==> src/rtl/i2s_rx_slave.sv <==
// Slave-mode I2S receiver: oversamples SCK/WS/SD, deserializes MSB-first stereo words
// (Philips or left-justified) and queues {left,right} pairs in a FWFT FIFO.
module i2s_rx_slave #(
    parameter int DATA_WIDTH = 32,
    parameter int FIFO_DEPTH = 4
) (
    input  logic                          clk_i,
    input  logic                          rst_i,
    input  logic                          en_i,
    input  logic                          fmt_i,
    input  logic [1:0]                    wdlen_i,
    input  logic                          i2s_sck_i,
    input  logic                          i2s_ws_i,
    input  logic                          i2s_sd_i,
    output logic                          rx_valid_o,
    input  logic                          rx_ready_i,
    output logic [DATA_WIDTH-1:0]         rx_ldat_o,
    output logic [DATA_WIDTH-1:0]         rx_rdat_o,
    output logic [$clog2(FIFO_DEPTH):0]   fifo_cnt_o,
    output logic                          sync_o,
    output logic                          ovf_o
);
    localparam int CW = $clog2(DATA_WIDTH + 1);
    localparam int AW = $clog2(FIFO_DEPTH);

    typedef enum logic [1:0] {IDLE, HUNT, LEFT, RIGHT} state_t;

    function automatic logic [CW-1:0] wlen_f(input logic [1:0] wd);
        int w;
        w = (int'(wd) + 1) * 8;
        if (w > DATA_WIDTH) w = DATA_WIDTH;
        return CW'(w);
    endfunction

    logic sck_s1_q, sck_s_q, sck_sd_q, ws_s1_q, ws_s_q, sd_s1_q, sd_s_q;
    logic ws_prev_q, pend_q;
    logic [DATA_WIDTH-1:0] cur_q, cur_d, left_q, push_l_q, push_r_q;
    logic [CW-1:0] cnt_q, cnt_d, wlen, idx;
    state_t state_q;
    logic sync_q, push_q, ovf_q;
    logic [2*DATA_WIDTH-1:0] mem_q [FIFO_DEPTH];
    logic [AW-1:0] wr_ptr_q, rd_ptr_q;
    logic [AW:0] fcnt_q;
    logic sck_rise, ws_chg, boundary, full, pop, wr_en;

    assign sck_rise = sck_s_q & ~sck_sd_q;
    assign ws_chg   = ws_s_q ^ ws_prev_q;
    // Philips closes a channel one SCK after WS toggles; LJ closes on the toggle itself
    assign boundary = sck_rise & (fmt_i ? ws_chg : pend_q);
    assign wlen     = wlen_f(wdlen_i);
    assign idx      = wlen - CW'(1) - cnt_q;

    always_ff @(posedge clk_i) begin
        if (rst_i) begin
            {sck_s1_q, sck_s_q, sck_sd_q} <= '0;
            {ws_s1_q, ws_s_q, sd_s1_q, sd_s_q} <= '0;
            ws_prev_q <= 1'b0;
            pend_q    <= 1'b0;
            cur_q     <= '0;
            cnt_q     <= '0;
        end else begin
            sck_s1_q <= i2s_sck_i;
            sck_s_q  <= sck_s1_q;
            sck_sd_q <= sck_s_q;
            ws_s1_q  <= i2s_ws_i;
            ws_s_q   <= ws_s1_q;
            sd_s1_q  <= i2s_sd_i;
            sd_s_q   <= sd_s1_q;
            if (sck_rise) begin
                ws_prev_q <= ws_s_q;
                pend_q    <= ~fmt_i & ws_chg;
            end
            cur_q <= cur_d;
            cnt_q <= cnt_d;
        end
    end

    always_comb begin
        cur_d = cur_q;
        cnt_d = cnt_q;
        if (!en_i) begin
            cur_d = '0;
            cnt_d = '0;
        end else if (boundary) begin
            cur_d = {{(DATA_WIDTH-1){1'b0}}, sd_s_q} << (wlen - CW'(1));
            cnt_d = CW'(1);
        end else if (sck_rise && (cnt_q < wlen)) begin
            cur_d = cur_q | ({{(DATA_WIDTH-1){1'b0}}, sd_s_q} << idx);
            cnt_d = cnt_q + CW'(1);
        end
    end

    always_ff @(posedge clk_i) begin
        if (rst_i) begin
            state_q  <= IDLE;
            sync_q   <= 1'b0;
            left_q   <= '0;
            push_q   <= 1'b0;
            push_l_q <= '0;
            push_r_q <= '0;
        end else begin
            push_q <= 1'b0;
            if (!en_i) begin
                state_q <= IDLE;
                sync_q  <= 1'b0;
            end else begin
                case (state_q)
                    IDLE: state_q <= HUNT;
                    HUNT: if (boundary && !ws_s_q) begin
                        state_q <= LEFT;
                        sync_q  <= 1'b1;
                    end
                    LEFT: if (boundary) begin
                        left_q  <= cur_q;
                        state_q <= RIGHT;
                    end
                    RIGHT: if (boundary) begin
                        push_q   <= 1'b1;
                        push_l_q <= left_q;
                        push_r_q <= cur_q;
                        state_q  <= LEFT;
                    end
                    default: state_q <= IDLE;
                endcase
            end
        end
    end

    assign full  = (fcnt_q == (AW+1)'(FIFO_DEPTH));
    assign pop   = (fcnt_q != '0) & rx_ready_i;
    assign wr_en = push_q & (~full | pop);

    always_ff @(posedge clk_i) begin
        if (wr_en) mem_q[wr_ptr_q] <= {push_l_q, push_r_q};
    end

    always_ff @(posedge clk_i) begin
        if (rst_i) begin
            wr_ptr_q <= '0;
            rd_ptr_q <= '0;
            fcnt_q   <= '0;
            ovf_q    <= 1'b0;
        end else begin
            ovf_q <= push_q & ~wr_en;
            if (wr_en) wr_ptr_q <= wr_ptr_q + AW'(1);
            if (pop)   rd_ptr_q <= rd_ptr_q + AW'(1);
            case ({wr_en, pop})
                2'b10:   fcnt_q <= fcnt_q + (AW+1)'(1);
                2'b01:   fcnt_q <= fcnt_q - (AW+1)'(1);
                default: fcnt_q <= fcnt_q;
            endcase
        end
    end

    // Head data is masked when empty so outputs read 0 out of reset
    assign rx_valid_o = (fcnt_q != '0);
    assign rx_ldat_o  = rx_valid_o ? mem_q[rd_ptr_q][2*DATA_WIDTH-1:DATA_WIDTH] : '0;
    assign rx_rdat_o  = rx_valid_o ? mem_q[rd_ptr_q][DATA_WIDTH-1:0] : '0;
    assign fifo_cnt_o = fcnt_q;
    assign sync_o     = sync_q;
    assign ovf_o      = ovf_q;
endmodule

==> config.mk <==
export PLATFORM = sky130hd
export DESIGN_NAME = i2s_rx_slave
export DESIGN_NICKNAME = d
export VERILOG_FILES = /design/src/rtl/i2s_rx_slave.sv
export SDC_FILE = /design/constraint.sdc
export NUM_CORES = 1
export LEC_CHECK = 0
export CAP_MARGIN = 30
export CORE_MARGIN = 10
export CORE_UTILIZATION = 30
export DETAILED_ROUTE_END_ITERATION = 7
export MAX_ROUTING_LAYER = met4
export SETUP_SLACK_MARGIN = 0.3
export SLEW_MARGIN = 0
export SYNTH_ARGS = -nofsm -noshare
export SYNTH_HDL_FRONTEND = slang
export SYNTH_SLANG_ARGS = --single-unit
==> constraint.sdc <==
create_clock -name clk_i -period 3.35 [get_ports clk_i]
set_input_delay 1.005 -clock clk_i [delete_from_list [all_inputs] [get_ports clk_i]]
set_output_delay 1.005 -clock clk_i [all_outputs]
set_load 0.005 [all_outputs]
-- Yosys cells after proc, flatten, opt, wreduce, memory -nomap -nowiden
Memory sizes are Yosys's and may differ from the RTL's. A register that Yosys moved wholly into a read port is not among the register bits.
Index checks and enable logic that the tools add are counted.
- bits in registers: 155
- bits in writable memories: 256
- input port bits: 10
- output and inout bits: 70
- word-level logic and storage cells: 91
- memories: 1
- memories (memory ; words ; width ; read ports ; clocked after memory_dff ; wr ports ; RTL line ; RTL):
    mem_q ; 4 ; 64 ; 1 ; 1 ; 1 ; 41 ; logic [2*DATA_WIDTH-1:0] mem_q [FIFO_DEPTH];
- add/sub/neg operators: 8
- order comparisons: 2
- equal/unequal tests: 9
- shift-type cells: 2
- mux-type cells: 18
- bitwise gates (word level): 15
- reductions and logical operators: 14
- operators with widths (operator ; count):
    32-bit 2-to-1 mux ; 4
    1-bit by 6-bit left shift with 32-bit output ; 2
    32-bit OR ; 1
    2-bit 2-to-1 mux ; 5
    3-bit AND reduction ; 3
    2-bit one-hot mux with 4 select lines ; 1
    6-bit by 1-bit adder with 6-bit output, second input constant ; 1
    1-bit bitwise AND ; 6
    2-bit == test, second input constant ; 3
    6-bit > comparator, second input constant ; 1
    6-bit less-than comparator ; 1
    1-bit 2-to-1 mux ; 6
    6-bit 2-to-1 mux ; 1
    2-bit != test, second input constant ; 3
    1-bit inverter ; 6
    3-bit one-hot mux with 2 select lines ; 1
    3-bit OR reduction ; 2
    6-bit by 1-bit subtractor with 6-bit output, second input constant ; 1
    6-bit subtractor ; 1
    2-bit by 1-bit adder with 2-bit output, second input constant ; 2
    2-bit by 1-bit == test with 1-bit output, second input constant ; 2
    2-bit nonzero test ; 2
    2-bit by 1-bit adder with 3-bit output, second input constant ; 1
    3-bit by 1-bit adder with 3-bit output, second input constant ; 1
    other kinds (10) ; 11

-- Logic depth before layout (Yosys ltp)
Gate-level depths: netlist (run 1).
- word-level depth: 9
- mapped depth: 10

-- Least setup slack after synthesis (run 1)
OpenSTA, ideal clock, no wires.
- path kind: input to register
- start point: input port rx_ready_i
- end point: register fcnt_q[2] (netlist: fifo_cnt_o[2])
- arrival time: 3.093 ns
- data required time: 3.280 ns
- setup slack: 0.187 ns
- stages on the path: 9
- cells stage by stage: or4b_2 -> and2_1 -> inv_1 -> ha_1 -> inv_1 -> fa_1 -> xor2_1 -> or3_1 -> a21oi_1
- longest elaborated chain between the ends: 5
- elaborated cells between the ends (all ways): 7
- classes of those cells: eq/ne: 2; mux: 1; bitwise: 3; reduce/logical: 1
- ends and longest elaborated chain (item ; RTL line ; RTL):
    start, declared ; 16 ; input logic rx_ready_i,
    1-bit bitwise AND * ; 130 ; assign pop = (fcnt_q != '0) & rx_ready_i;
    1-bit OR ; 131 ; assign wr_en = push_q & (~full | pop);
    1-bit bitwise AND ; 131 ;
    2-bit by 1-bit == test with 1-bit output / 2-bit == test (equally long branches) ; 147 ; case ({wr_en, pop})
    3-bit one-hot mux with 2 select lines / 2-bit nonzero test (equally long branches) ; -- ;
    end signal, assigned ; 148 ; 2'b10: fcnt_q <= fcnt_q + (AW+1)'(1);
    end signal, assigned ; 149 ; 2'b01: fcnt_q <= fcnt_q - (AW+1)'(1);
    end signal, assigned ; 150 ; default: fcnt_q <= fcnt_q;
    end, declared ; 43 ; logic [AW:0] fcnt_q;
Every way passes the cells marked *; elsewhere a longest branch is shown, timed or not.
A chain may end at the register's enable or synchronous reset.

==> results of run 1 <==
==> area by class of cell <==
type,instances,area [sq um],area share (%)
well taps,680,851,4.32
repair buffers,165,2000,10.2
flip-flops and latches,413,10800,55.0
multi-input cells,622,4520,23.0
clock buffers,51,1100,5.61
diodes,1,2.50,0.0127
inverters,14,52.6,0.267
clock inverters,25,332,1.68
==> cells by family after synthesis <==
| kind of cell | count (synthesis) | share of synthesized area, % |
|---|---|---|
| flip-flops | 413 | 69.6 |
| AND/OR/NAND/NOR | 379 | 11.3 |
| AO/OA/AOI/OAI | 148 | 5.37 |
| buffers and inverters | 78 | 2.22 |
| multiplexers | 66 | 9.40 |
| XOR/XNOR | 15 | 0.933 |
| adder cells (fa/ha/maj) | 14 | 1.17 |
==> repair_timing <==
item / CTS / global route
endpoints found under the hold margin: 0 / 0
buffers inserted: 39 / 6
gates resized for setup: 345 / 50
pin swaps: 3 / 16
cloned: 7 / 0
setup endpoints to repair: 65 / 65
==> synth_stat cells, drive strengths merged, types with 11 or more instances <==
master,instances,area (sq um)
a21oi,116,581
a41oi,15,131
and2,68,425
buf,27,154
clkbuf,37,139
dfxtp,157,3140
edfxtp,256,7690
ha,13,163
inv,14,52.6
mux4,64,1440
nand2,204,766
nor2,55,211
nor2b,11,68.8
==> power by group <==
part / switching, mW / total [mW] / leakage (nW) / internal [mW]
combinational: 0.0886 / 0.136 / 2.24 / 0.0478
sequential: 0.00553 / 5.34 / 3.64 / 5.34
clock: 1.93 / 4.83 / 0.691 / 2.90
total: 2.03 / 10.3 / 6.57 / 8.29
==> stage by stage <==
step | cells | hold WS (ps) | utilization (%) | instance area [sq um]
final | 1971 | 434 | 38.4 | 19700
after global routing | 1970 | 456 | 38.4 | 19700
after global placement | 1842 | 428 | 33.7 | 17300
after detailed placement | 1842 | 427 | 33.7 | 17300
after CTS | 1964 | 437 | 37.9 | 19400
after floorplan | 1113 | 414 | - | 15600
==> sequential cells by signal (all words and copies together), names as in the netlist, 3 cells and up, named ones only <==
| signal | cells |
|---|---|
| cur_q | 32 |
| push_r_q | 32 |
| cnt_q | 6 |
| left_q | 32 |
| fifo_cnt_o | 3 |
| mem_q | 256 |
| push_l_q | 32 |
==> cells in the final DEF (no fill, tap or decap), drive strengths merged, types with 13 or more instances in the layout <==
master         synthesis  layout
clkinv                 0      14
mux4                  64      64
and2                  68      68
inv                   14      15
a41oi                 15      15
edfxtp               256     256
clkdlybuf4s50          0      13
dfxtp                157     157
ha                    13      13
clkbuf                37      52
buf                   27     149
a21oi                116     116
nand2                204     204
nor2                  55      55
==> metal layers <==
layer	global-route usage [%]	routed length (um)	vias up
li1	-	-	4318
met1	15.2	15500	4639
met4	2.96	564	0
met3	2.02	1470	48
met5	-	0	-
met2	19.4	17700	158
==> final timing paths <==
path,depth (start not counted),start,slack (ps),endpoint
hold reg to reg,1,sck_s1_q$_SDFF_PP0_,430,sck_s_q$_SDFF_PP0_
setup reg to reg,9,fifo_cnt_o[0]$_SDFFE_PP0P_,850,fifo_cnt_o[2]$_SDFFE_PP0P_
hold / removal,1,sck_s1_q$_SDFF_PP0_,430,sck_s_q$_SDFF_PP0_
setup / recovery,7,flip-flop,130,rx_rdat_o[27]
==> flow_results.org, run 1 <==
** Global routing
- The number of global-route vias before repair is 9305.
- Remaining Overflow, GRT :: 0
- First-pass GRT wire length :: 55000 um
- Maximum number of pins on one net before global-route repair :: 79
- Combined global-route utilization of all metal layers :: 11.9%
- The initial antenna violation count is 0.

** Synthesis
- The netlist uses 39 different library cells.
- Cells after synthesis :: 1113
- Register bit total from synthesis :: 413
- A synthesized cell averages 14.0 sq um.
- Share of synthesized flip-flops with an asynchronous set or reset :: 0%
- After synthesis, flip-flops and latches occupy 69.6% of the total area.
- Synthesized netlist net count :: 1137
- Post-synth EDFFs :: 256
- Summed instance area of the synthesized netlist :: 15600 sq um
- Among all flip-flop cells after synthesis, the most frequent one is edfxtp_1.
- Warnings, synthesis :: 0

** STA
- Across the routed clock network, the largest skew measured is 27.6 ps.
- For the pin with the worst max-slew slack, the measured transition is 766 ps.
- Setup slack on the critical path of the routed design comes to 130 ps.
- Highest clock frequency the design can meet :: 311 MHz
- Setup repair after global routing could not meet its margin everywhere.
- Endpoints failing hold :: 0
- Final setup violation count :: 0
- Headroom to the max-slew limit came out at 48.5%.
- Ratio of final minimum period to clock period :: 96.1%
- Final Max Slew Viols :: 0
- The clock period could shrink to 3220 ps.
- Accumulated negative setup slack :: 0 ps

** Floorplanning
- The floorplan step defined a die boundary enclosing 61300 sq um.
- Core Rows :: 83
- For this design the top-level I/O count stands at 80.
- Area of the core region :: 51300 sq um
- Starting density of the core :: 30.3%
- Measured along the x axis, the die boundary spans 248 um.
- The die is 248 um tall.

** Drt
- Count of TritonRoute iterations in the first routing pass :: 5
- DRT antenna net count :: 0
- Wirelength, routed :: 35200 um
- For this run, design rule violations remaining after detail routing come to 0.
- The detailed router finished its first iteration with 707 violations.
- Via density per instance :: 4.65
- Via total after detailed routing :: 9163
- In the final routed layout, each cell accounts on average for 17.9 um.

** Critical path
- Required time of the critical path :: 2340 ps
- STA classifies the critical path endpoint as an output port.
- Family with the most delay on the worst path :: buffers and inverters
- Along the worst path, the maximum fanout reaches 7.
- Type of the setup path with the least slack :: flip-flop to output port
- Buf/Inv on CP :: 5
- Longest individual stage delay on the worst path :: 510 ps
- Crit path max-delay cell type :: mux4_2
- Data arrival, critical path :: 2220 ps
- STA classifies the critical path startpoint as a flip-flop.
- Worst-path cell chain :: buf_12, buf_12, buf_16, buf_6, mux4_2, and2_4, buf_6

** Finish
- In the final design database the tool counted 1281 nets.
- The post-route netlist has 26.7% of its cells at a drive strength greater than 1.
- Area growth from synthesis to layout :: 26.7%
- Counting the fill cells in the layout gives 4801.

** CTS
- Clock latency reported for the late side of the worst-skew pair :: 550 ps
- Counting along the longest clock path gives a buffer depth of 3.
- Clock tree synthesis selected as its root buffer the cell clkbuf_16.
- After clock tree synthesis, the flow added hold-fix buffers numbering 0.
- Clock-pin slew was measured on the worst setup and hold paths at 60 ps.
- CTS Buf Count :: 41
- TritonCTS built the clock tree.
- CTS saw 413 sinks.
- H-tree depth reported by CTS :: 2

** Run
- Across the run, the number of max-cap violations was 0.

** Pwr
- Total design power :: 10.3 mW
- The worst-case IR drop observed on VDD is 346 uV.
- Dividing total power by cell area gives a power density of 524 nW/um^2.
- The analysis attributes to cell leakage a power of 6.57 nW.

** Placed design
- Detailed placement finished with a half-perimeter wire length of 20000 um.
- Post-Place Worst Slack :: -69.0 ps
- Routability-driven placement finished with a final weighted congestion of 0.868.
- During placement, the flow inserted port buffers numbering 79.

** Min path
- The path class of the tightest hold or removal check is flip-flop to flip-flop.

** Run status
- The flow ran to the end, and the final reports show no timing, DRC or antenna violations.
Note: power is estimated with default switching activity, not from simulation.
==> run 2: changes to the inputs <==
CORE_UTILIZATION = 59   (was 30)
PLACE_DENSITY = 0.79   (was not set)
==> run 2 against run 1 <==
  * Total power decreased by 5.2%
  * Final cell count shrank 17%
  * Flip-flop and latch count unchanged
  * Clock skew decreased by 10 ps
  * Register-to-register slack gained 30 ps
  * Global-route usage up 9.3 points
  * First-iteration DRC count rose by 25%
  * Critical path depth grew 1
  * Worst hold slack better by 5.1 ps
  * Via count is 3.4% higher
  * Largest cell class unchanged
  * Highest routed layer unchanged
==> flow_results.org, run 2 (synthesis gave the netlist of run 1 again) <==
** CTS
- Clock tree synthesis inserted a total of 39 buffers.
- In this run the number of H-tree levels came out at 2.
- CTS tree :: done
- Clock latency reported for the late side of the worst-skew pair :: 540 ps
- Clock-pin slew was measured on the worst setup and hold paths at 60 ps.
- Number of clock sinks :: 413
- CTS max path bufs :: 3
- In this run the clock root is driven by a clkbuf_16.

** Finish
- Once layout is done, the placed cells without fillers occupy 19200 sq um.
- Fill cells :: 1526
- Most frequent cells in the layout :: edfxtp_1, nand2_1, dfxtp_1, a21oi_1, buf_6
- Number of flip-flops under the largest register name :: 256
- For this run, the share of the core covered by cells in the final layout is 73.9%.
- Combined area of the multi-input logic cells :: 4510 sq um
- Most common cell after layout, fill and taps aside :: edfxtp_1
- Relative to the synthesized area, the layout overhead comes to 23.5%.
- Of the cells placed in the final design, the portion with a size suffix greater than 1 is 27.4%.
- Final Net Count :: 1298
- The number of antenna diodes in the final layout is 0.
- Summing all flip-flop and latch instances after layout gives 10800 sq um.
- mem_q holds more flip-flops than any other register.

** Global routing
- The number of global-route vias before repair is 9606.
- Global routing consumed, over all layers together, 21.1% of the routing resources.
- Remaining Overflow, GRT :: 0
- The first global-routing pass estimated 54100 um of wire.
- Entering global routing, the biggest net connects 117 pins.
- Number of antenna violations at the first check in global routing :: 0

** Min path
- The path with the worst hold slack has its endpoint at sd_s_q$_SDFF_PP0_.
- Min-delay worst type :: flip-flop to flip-flop
- Worst hold stages :: 1
- In this run the most critical hold path is launched from sd_s1_q$_SDFF_PP0_.

** Critical path
- The worst setup path is launched from a flip-flop.
- Worst-path fanout max :: 5
- Crit path capture type :: output port
- Launch instance of the worst register-to-register path :: fifo_cnt_o[0]$_SDFFE_PP0P_
- Type of the setup path with the least slack :: flip-flop to output port
- R2r worst-path depth :: 9
- Required time of the critical path :: 2340 ps
- Worst R2R End :: fifo_cnt_o[2]$_SDFFE_PP0P_
- Reg-to-reg slack, setup :: 880 ps
- STA puts the critical path data arrival time at 2240 ps.

** STA
- The worst pin sits at a relative slew slack of 65.6%.
- Ratio of final minimum period to clock period :: 96.7%
- Fin Hold WS :: 439 ps
- Setup violations remaining at the end of the flow were counted as 0.
- The count of pins over their slew limit was 0.
- Worst-Margin Slew :: 512 ps
- Setup repair after global routing could not meet its margin everywhere.
- Worst clock skew :: 17.4 ps
- Time the worst path needs with I/O delays and setup :: 3240 ps
- Highest clock frequency the design can meet :: 309 MHz
- Endpoints failing hold :: 0

** Drt
- Detailed-route DRC error count :: 0
- Via total after detailed routing :: 9470
- Detail-routed net length per standard cell :: 21.4 um
- Count of TritonRoute iterations in the first routing pass :: 5
- The routed design has 35100 um of wire.
- DRT antenna net count :: 0
- First DRT Iteration DRCs :: 882
- Dividing the detail-routed via count by the number of cells gives 5.77.

** Floorplanning
- Die height :: 182 um
- Area of the core region :: 26000 sq um
- The floorplan has 59 rows.
- The die is 182 um wide.
- Starting density of the core :: 59.8%
- Pin placement for this block handled 80 I/O pins.
- Floorplan die area :: 33300 sq um

** Pwr
- IR analysis of the VDD net gives a maximum drop of 519 uV.
- Leakage :: 6.59 nW
- Power spread over the standard cell area amounts to 510 nW/um^2.

** Placed design
- Detailed placement finished with a half-perimeter wire length of 19100 um.
- Placed cell area :: 16900 sq um
- In this run the tool buffered the top-level ports with 79 buffer cells.
- Routability-driven placement finished with a final weighted congestion of 0.877.

** Run status
- The run finished with clean final reports.

** Run
- Across the run, the number of max-cap violations was 0.
-- run 2: where the power goes --
group          total [mW]  internal [mW]  switching [mW]
logic               0.141         0.0515          0.0895
registers            5.34           5.34         0.00510
clock network        4.30           2.44            1.86
total                9.78           7.83            1.95
-- run 2: final cells by class --
cell class / instances / area share [%]
timing repair buffer: 184 / 11.1
multi-input combinational: 622 / 23.5
tap: 335 / 2.18
clock buffer: 55 / 5.86
clock inverter: 17 / 0.678
inverter: 14 / 0.274
sequential: 413 / 56.5
-- run 2: critical path, cell delays in order, from the launching register on --
cell and delay, ps:
dfxtp_4 370, buf_8 140, buf_12 120, buf_16 100, buf_8 110, buf_4 110
mux4_2 490, and2_4 150, buf_2 120
-- run 2: worst max path at each step --
stage                     from                         end  slack (ps)  cells after the start
floorplan           rx_ready_i  fifo_cnt_o[2]$_SDFFE_PP0P_         390                      9
global placement    rx_ready_i  fifo_cnt_o[2]$_SDFFE_PP0P_         -20                     10
detailed placement  rx_ready_i  fifo_cnt_o[2]$_SDFFE_PP0P_         -70                     10
CTS                  flip-flop               rx_rdat_o[23]         110                      8
global route         flip-flop               rx_rdat_o[23]          40                      8
finish               flip-flop               rx_rdat_o[25]         110                      8
-- run 2: stage by stage --
stage / setup TNS, ps / total power, mW / setup WS, ps / instances
floorplan: 0 / 5.54 / 392 / 1113
global placement: -20.4 / 5.59 / -20.4 / 1498
detailed placement: -67.5 / 5.59 / -67.5 / 1498
CTS: 0 / 9.81 / 105 / 1624
global route: 0 / 10.0 / 41.9 / 1640
finish: 0 / 9.78 / 109 / 1640
-- run 2: metal layers --
metal  vias up  GRT usage, %  share of wire [%]
li1       4343             -                  -
met1      4731          25.6                 40
met2       334          35.2                 52
met3        62          4.11                6.0
met4         0          6.74                2.8
met5         -             -                  0
-- run 2: repair_timing --
action,in CTS,in global routing
gates cloned,6,0
endpoints found under the setup margin,65,60
pin swaps,14,4
gates resized for setup,324,79
hold buffers,0,0
setup buffers,48,16
